--- config.mk ---
export PLATFORM = sky130hd
export DESIGN_NAME = req_priority_encoder
export DESIGN_NICKNAME = d
export VERILOG_FILES = /design/src/rtl/req_priority_encoder.sv
export SDC_FILE = /design/constraint.sdc
export NUM_CORES = 1
export LEC_CHECK = 0
export CAP_MARGIN = 30
export CORE_MARGIN = 4
export CORE_UTILIZATION = 42
export CTS_BUF_LIST = sky130_fd_sc_hd__clkbuf_8
export CTS_CLUSTER_SIZE = 25
export DETAILED_ROUTE_END_ITERATION = 12
export PLACE_DENSITY = 0.85
export RECOVER_POWER = 100
export SLEW_MARGIN = 25
export SYNTH_ARGS = -nofsm -noshare
export SYNTH_HDL_FRONTEND = slang
export SYNTH_SLANG_ARGS = --single-unit
--- constraint.sdc ---
create_clock -name clk -period 1.9 [get_ports clk]
set_clock_uncertainty 0.1 [all_clocks]
set_input_delay 0.285 -clock clk [delete_from_list [all_inputs] [get_ports clk]]
set_output_delay 0.285 -clock clk [all_outputs]
set_load 0.02 [all_outputs]
--- src/rtl/req_priority_encoder.sv ---
// Sticky request collector that presents one pending request index at a time on a
// valid/ready handshake, with fixed-priority or round-robin selection.
module req_priority_encoder #(
  parameter int N           = 8,
  parameter int W           = $clog2(N),
  parameter bit ROUND_ROBIN = 1'b0
) (
  input  logic         clk,
  input  logic         rst,
  input  logic [N-1:0] req,
  output logic [W-1:0] code,
  output logic         valid,
  input  logic         ready,
  output logic [N-1:0] pending
);

  typedef enum logic {
    IDLE    = 1'b0,
    PRESENT = 1'b1
  } state_t;

  state_t       state, state_next;
  logic [W-1:0] ptr, ptr_next;
  logic [W-1:0] code_next;
  logic [N-1:0] pending_next;
  logic [N-1:0] served;
  logic [N-1:0] remaining;
  logic         accept;

  // Scan starts at base; N is a power of two so the W-bit index wraps N-1 -> 0 for free.
  function automatic logic [W-1:0] sel(input logic [N-1:0] v, input logic [W-1:0] base);
    logic [W-1:0] idx;
    logic         found;
    sel   = '0;
    found = 1'b0;
    for (int i = 0; i < N; i++) begin
      idx = ROUND_ROBIN ? base + W'(i) : W'(i);
      if (!found && v[idx]) begin
        sel   = idx;
        found = 1'b1;
      end
    end
  endfunction

  always_comb begin
    // NOTE: every signal driven here gets a default first so no path can leave it
    // unassigned, which would otherwise infer a latch.
    state_next   = state;
    code_next    = code;
    ptr_next     = ptr;
    served       = '0;
    accept       = (state == PRESENT) && ready;
    served[code] = accept;
    remaining    = pending & ~served;
    pending_next = remaining | req;

    case (state)
      IDLE: begin
        if (|pending) begin
          state_next = PRESENT;
          code_next  = sel(pending, ptr);
        end
      end
      PRESENT: begin
        // Requests landing on the accept edge are not in remaining; they join next cycle.
        if (ready) begin
          ptr_next = code + W'(1);
          if (|remaining) code_next = sel(remaining, code + W'(1));
          else            state_next = IDLE;
        end
      end
      default: state_next = IDLE;
    endcase
  end

  always_ff @(posedge clk) begin
    // NOTE: non-blocking assignments so every flop samples pre-edge values and the
    // result does not depend on the order in which always blocks are evaluated.
    if (rst) begin
      state   <= IDLE;
      code    <= '0;
      ptr     <= '0;
      pending <= '0;
    end else begin
      state   <= state_next;
      code    <= code_next;
      ptr     <= ptr_next;
      pending <= pending_next;
    end
  end

  assign valid = (state == PRESENT);

endmodule

==> results of run 1 <==
-- logic make-up after synthesis --
kind of cell	after synthesis	share of synthesized area
compound gates	34	0.3506
simple gates	29	0.2344
flops	12	0.3435
buf+inv	11	0.07156
-- report_power, final --
group	total (mW)	internal [mW]	switching (mW)	leakage [nW]
clock	0.283	0.184	0.0999	0.0288
sequential	0.306	0.273	0.0331	0.102
combinational	0.285	0.148	0.137	0.385
total	0.875	0.605	0.270	0.515
-- worst min path at each step --
stage / end / slack (ns) / cells after the start
finish: code[1] / 0.43 / 2
global route: code[1] / 0.45 / 2
CTS: code[1] / 0.41 / 2
detailed placement: code[1] / 0.40 / 2
global placement: code[1] / 0.39 / 2
floorplan: valid / 0.25 / 1
-- critical path, stage by stage (launching register included) --
cell and delay, ns:
dfxtp_2 0.33, nand3b_1 0.26, o31ai_4 0.29, nand4_4 0.15, buf_6 0.16, o41ai_4 0.28, nand4b_1 0.17, a21oi_1 0.07
-- Yosys cell counts, drive strengths merged --
cell type,number
dfxtp,12
nand2b,5
nand2,7
a21o,1
nand4,1
inv,9
o41ai,1
nor3b,1
nor2,8
a31oi,3
o211ai,1
nor4,1
nand3,1
buf,1
o21a,3
a21oi,11
o31ai,2
a211oi,1
nor3,2
a211o,2
nand4b,2
o21ai,7
nand3b,1
o31a,1
dlygate4sd1,1
o21bai,1
-- per-stage QoR --
stage	hold slack [ns]	std cells	worst slack, ns
2_1_floorplan	0.2470	86	0.004657
3_3_place_gp	0.3916	142	-0.3315
3_5_place_dp	0.4005	142	-0.3976
4_1_cts	0.4097	149	-0.02103
5_1_grt	0.4477	151	-0.1164
6_report	0.4259	151	-0.02736
-- state kept, by name, summed over array words and instances, names as in the netlist --
| signal | cells |
|---|---|
| code | 3 |
| pending | 8 |
| valid | 1 |
-- final cells by class --
type                       count  share of cell area
inverter                       9             0.02719
sequential                    12              0.1994
multi-input combinational     63              0.3827
timing repair buffer          47              0.3303
clock buffer                   4             0.04431
tap                           16             0.01611
-- metal layers --
metal,GRT usage,part of all wire,up-vias
met5,0,0,-
met4,0.1345,0.044,0
met3,0.06116,0.086,17
met2,0.3413,0.48,59
met1,0.2761,0.38,432
li1,-,-,409
-- timing repair --
item / in CTS / in global routing
hold buffers: 0 / 0
endpoints found under the setup margin: 3 / 3
gates cloned: 0 / 0
gates resized for setup: 5 / 6
pin swaps: 9 / 5
buffers inserted: 3 / 2
-- placed cells by master, fill, tap and decap left out, drive strengths merged, types with 2 or more instances in the layout --
master	instances
o31ai	2
o21ai	7
a211o	2
nor3	2
clkbuf	4
clkdlybuf4s50	21
nand4b	2
a31oi	3
dfxtp	12
o21a	3
buf	25
nand2	7
nor2	8
inv	9
nand2b	5
a21oi	11
==> results.cfg, run 1 <==
[run_status]
status = finished with violations
violations = setup timing

[timing]
period_needed_ns = 1.927
slew-limit-headroom = 0.7725
worst_pin_slew_ns = 0.3384
fin_crit_sh = 1.014
timing.final.hold_violations = 0
tns_ns = -0.04817
slew_violations = 0
layout_setup_ws_ns = -0.02736
finalSetupViolCount = 2
fmax_ghz = 0.5188
rsz0062_at_grt = yes

[placement]
dp_hpwl_um = 1736
port_buffers = 22
gp_congestion = 0.8517
place_area_sq_mm = 0.001102

[synthesis]
synth_fp_nets = 97
syn-instance-count = 86
yosysTopAreaCellShare = 0.3435
synth_area_leaders = dfxtp_1, a21oi_1, inv_1, nand2b_1, nor2_1
synth-seq-area-share = 0.3435
ys_types = 30
netlist_area_sq_um = 699.4
syn_area_per_cell_sq_um = 8.133
yosys_warnings = 0
ys_ff_latch = 12
synth_top_area_cell = dfxtp_1

[detailed_routing]
drtAntennaViolNets = 0
routed_via_density = 6.073
dr.first_iter.drc_count = 52
routed_wl_um = 2609
drc = 0
wl_per_cell_um = 17.28
vias = 917
drt_pass1_iterations = 5

[critical_path]
worstSetupStartpoint = code[0]
r2r_start = code[0]
crit_path_start_kind = flip-flop
reg2reg_to = code[1]
crit_path_max_fanout = 4
rr_worst_depth = 7
worstSetupPathType = reg2reg
end_kind = flip-flop
cp-endpoint = code[1]
crit_arrival_ns = 1.96
critPathRequiredTime_ns = 1.93
r2r_slack_ns = -0.03

[finish]
fillers = 106
syn2layout_area_growth_pct = 77.64
fin_nets = 147
stdcell_area_sq_mm = 0.001242
final_layout_size_suffix_gt1_frac = 0.3481
regArea_sq_um = 247.7
multiInputGateArea_sq_um = 475.5
fin_util = 0.8060
antennaDiodeCount = 0

[floorplanning]
die_width_um = 48.81
fp.dieArea_sq_mm = 0.002382
die_h_um = 48.81
row_count = 14
io_pins = 23
start_util = 0.4537
core_area_sq_mm = 0.001541

[clocking]
clkLatencyLatePin_ns = 0.25
clk_pin_slew_ns = 0.05
numClockSinks = 12
root_buffer = clkbuf_8
h-tree-depth = 1
clock_path_buffers = 2
cts_buffers = 3
tritoncts = done

[pwr]
p_leak_nw = 0.5150
p_per_area_mw_per_mm2 = 703.9
power_mw = 0.8746
peakVddDrop_mv = 0.6570

[run]
drv_cap = 0

[grt]
grt_usage = 0.2236
grt-ovfl-total = 0
grt_pass1_wl_um = 4133
antenna_found_initial = 0
grt_max_degree = 12
first_global_vias = 866

[hold_path]
hp-class = reg2reg
min_from = code[1]
No activity file was read; power rests on OpenSTA's default activity.
==> run 2, diff against run 1 <==
--- a/config.mk
+++ b/config.mk
@@ -13,6 +13,7 @@
 export DETAILED_ROUTE_END_ITERATION = 12
 export PLACE_DENSITY = 0.85
 export RECOVER_POWER = 100
+export SKIP_CTS_REPAIR_TIMING = 1
 export SLEW_MARGIN = 25
 export SYNTH_ARGS = -nofsm -noshare
 export SYNTH_HDL_FRONTEND = slang
==> results.cfg, run 2 (synthesized netlist as in run 1, its figures left out) <==
[detailed_routing]
routed_via_density = 6.135
wl_per_cell_um = 17.36
dr.first_iter.drc_count = 37
drc = 0
routed_wl_um = 2569
drt_pass1_iterations = 6
drtAntennaViolNets = 0
vias = 908

[hold_path]
hp-class = reg2reg
min_from = code[1]
hold_depth = 2

[grt]
antenna_found_initial = 0
grt_util_met3 = 0.05810
grt_busiest_layer = met2
grt.met1_usage = 0.2644
grt_pass1_wl_um = 3919
grt_usage = 0.2127
grt_max_degree = 12
grt-ovfl-total = 0
use_met2 = 0.3174
first_global_vias = 848

[critical_path]
crit_arrival_ns = 2.06
crit_path_max_fanout = 4
worstSetupStartpoint = code[0]
rr_worst_depth = 7
crit_path_start_kind = flip-flop
critPathRequiredTime_ns = 1.98
r2r_start = code[0]
worstSetupPathType = reg2reg
end_kind = flip-flop

[timing]
slew_violations = 0
fin_crit_sh = 1.045
layout_setup_ws_ns = -0.08490
timing.final.hold_violations = 0
slew-limit-headroom = 0.6723
fmax_ghz = 0.5038
period_needed_ns = 1.985
finalSetupViolCount = 3
worst_pin_slew_ns = 0.4870
rsz0062_at_grt = yes

[pwr]
peakVddDrop_mv = 0.6437
combPwrFrac = 0.316
p_leak_nw = 0.5080
power_mw = 0.8626
switching_share = 0.3085
p_sw_mw = 0.2661
p_per_area_mw_per_mm2 = 711.5
clock_power_share = 0.328
intPower_mw = 0.5965
p_seq_frac = 0.356

[finish]
multiInputGateArea_sq_um = 465.4
largest_register_ffs = 8
regMostFlops = pending
fin_nets = 144
antennaDiodeCount = 0
final_common_cell = buf_4
final_cell_mix = buf_4, clkdlybuf4s50_1, inv_1, a21oi_1
instances_no_fill = 148
fillers = 114
stdcell_area_sq_mm = 0.001212
syn2layout_area_growth_pct = 73.34
regArea_sq_um = 250.2
final_layout_size_suffix_gt1_frac = 0.3333

[placement]
dp_slack_ns = -0.3976
place_area_sq_mm = 0.001102
port_buffers = 22
place_inst = 142
dp_hpwl_um = 1736
gp_congestion = 0.8517

[floorplanning]
die_width_um = 48.81
row_count = 14
fp.dieArea_sq_mm = 0.002382
io_pins = 23
die_h_um = 48.81
start_util = 0.4537
core_area_sq_mm = 0.001541

[clocking]
tritoncts = done
numClockSinks = 12
h-tree-depth = 1
cts_buffers = 3
clkLatencyLatePin_ns = 0.25
clock_path_buffers = 2
root_buffer = clkbuf_8
clk_pin_slew_ns = 0.05

[run]
drv_cap = 0

[run_status]
violations = setup timing
status = finished with violations
-- run 2: final timing paths --
path / to / slack (ns)
worst max-delay path: code[0] / -0.08
worst min-delay path: code[1] / 0.43
worst max register to register: code[0] / -0.08
worst min register to register: code[1] / 0.43
-- run 2: routing by layer --
| metal | vias to the layer above | share of wire |
|---|---|---|
| met4 | 0 | 0.060 |
| met2 | 61 | 0.48 |
| met5 | - | 0 |
| met1 | 416 | 0.39 |
| li1 | 405 | - |
| met3 | 26 | 0.070 |
-- run 2: critical path, cell delays in order, from the launching register on --
cell and delay (ns):
dfxtp_4 0.35, nand3b_1 0.26, o31ai_4 0.37, nand4_4 0.17
nor3_4 0.24, buf_4 0.15, o21a_1 0.14, a211o_1 0.13
-- run 2: power by group through the flow --
stage,Combinational [mW],Clock (mW),Sequential [mW]
final,0.273,0.283,0.307
after global routing,0.289,0.316,0.308
after CTS,0.251,0.288,0.303
after detailed placement,0.247,0,0.308
after global placement,0.242,0,0.306
after floorplan,0.0976,0,0.328
-- run 2: stage by stage --
step | utilization | hold slack, ns | setup TNS (ns)
5_1_grt | 0.7865 | 0.4499 | -0.3106
4_1_cts | 0.7508 | 0.4097 | -0.4412
6_report | 0.7865 | 0.4300 | -0.1130
2_1_floorplan | - | 0.2470 | 0
3_5_place_dp | 0.7151 | 0.4005 | -1.307
3_3_place_gp | 0.7151 | 0.3916 | -1.099
-- run 2: layout make-up --
class                           count  share of cell area
Multi-Input combinational cell     63              0.3839
Timing Repair Buffer               44              0.3199
Sequential cell                    12              0.2064
Clock buffer                        4             0.04541
Inverter                            9             0.02786
Tap cell                           16             0.01651
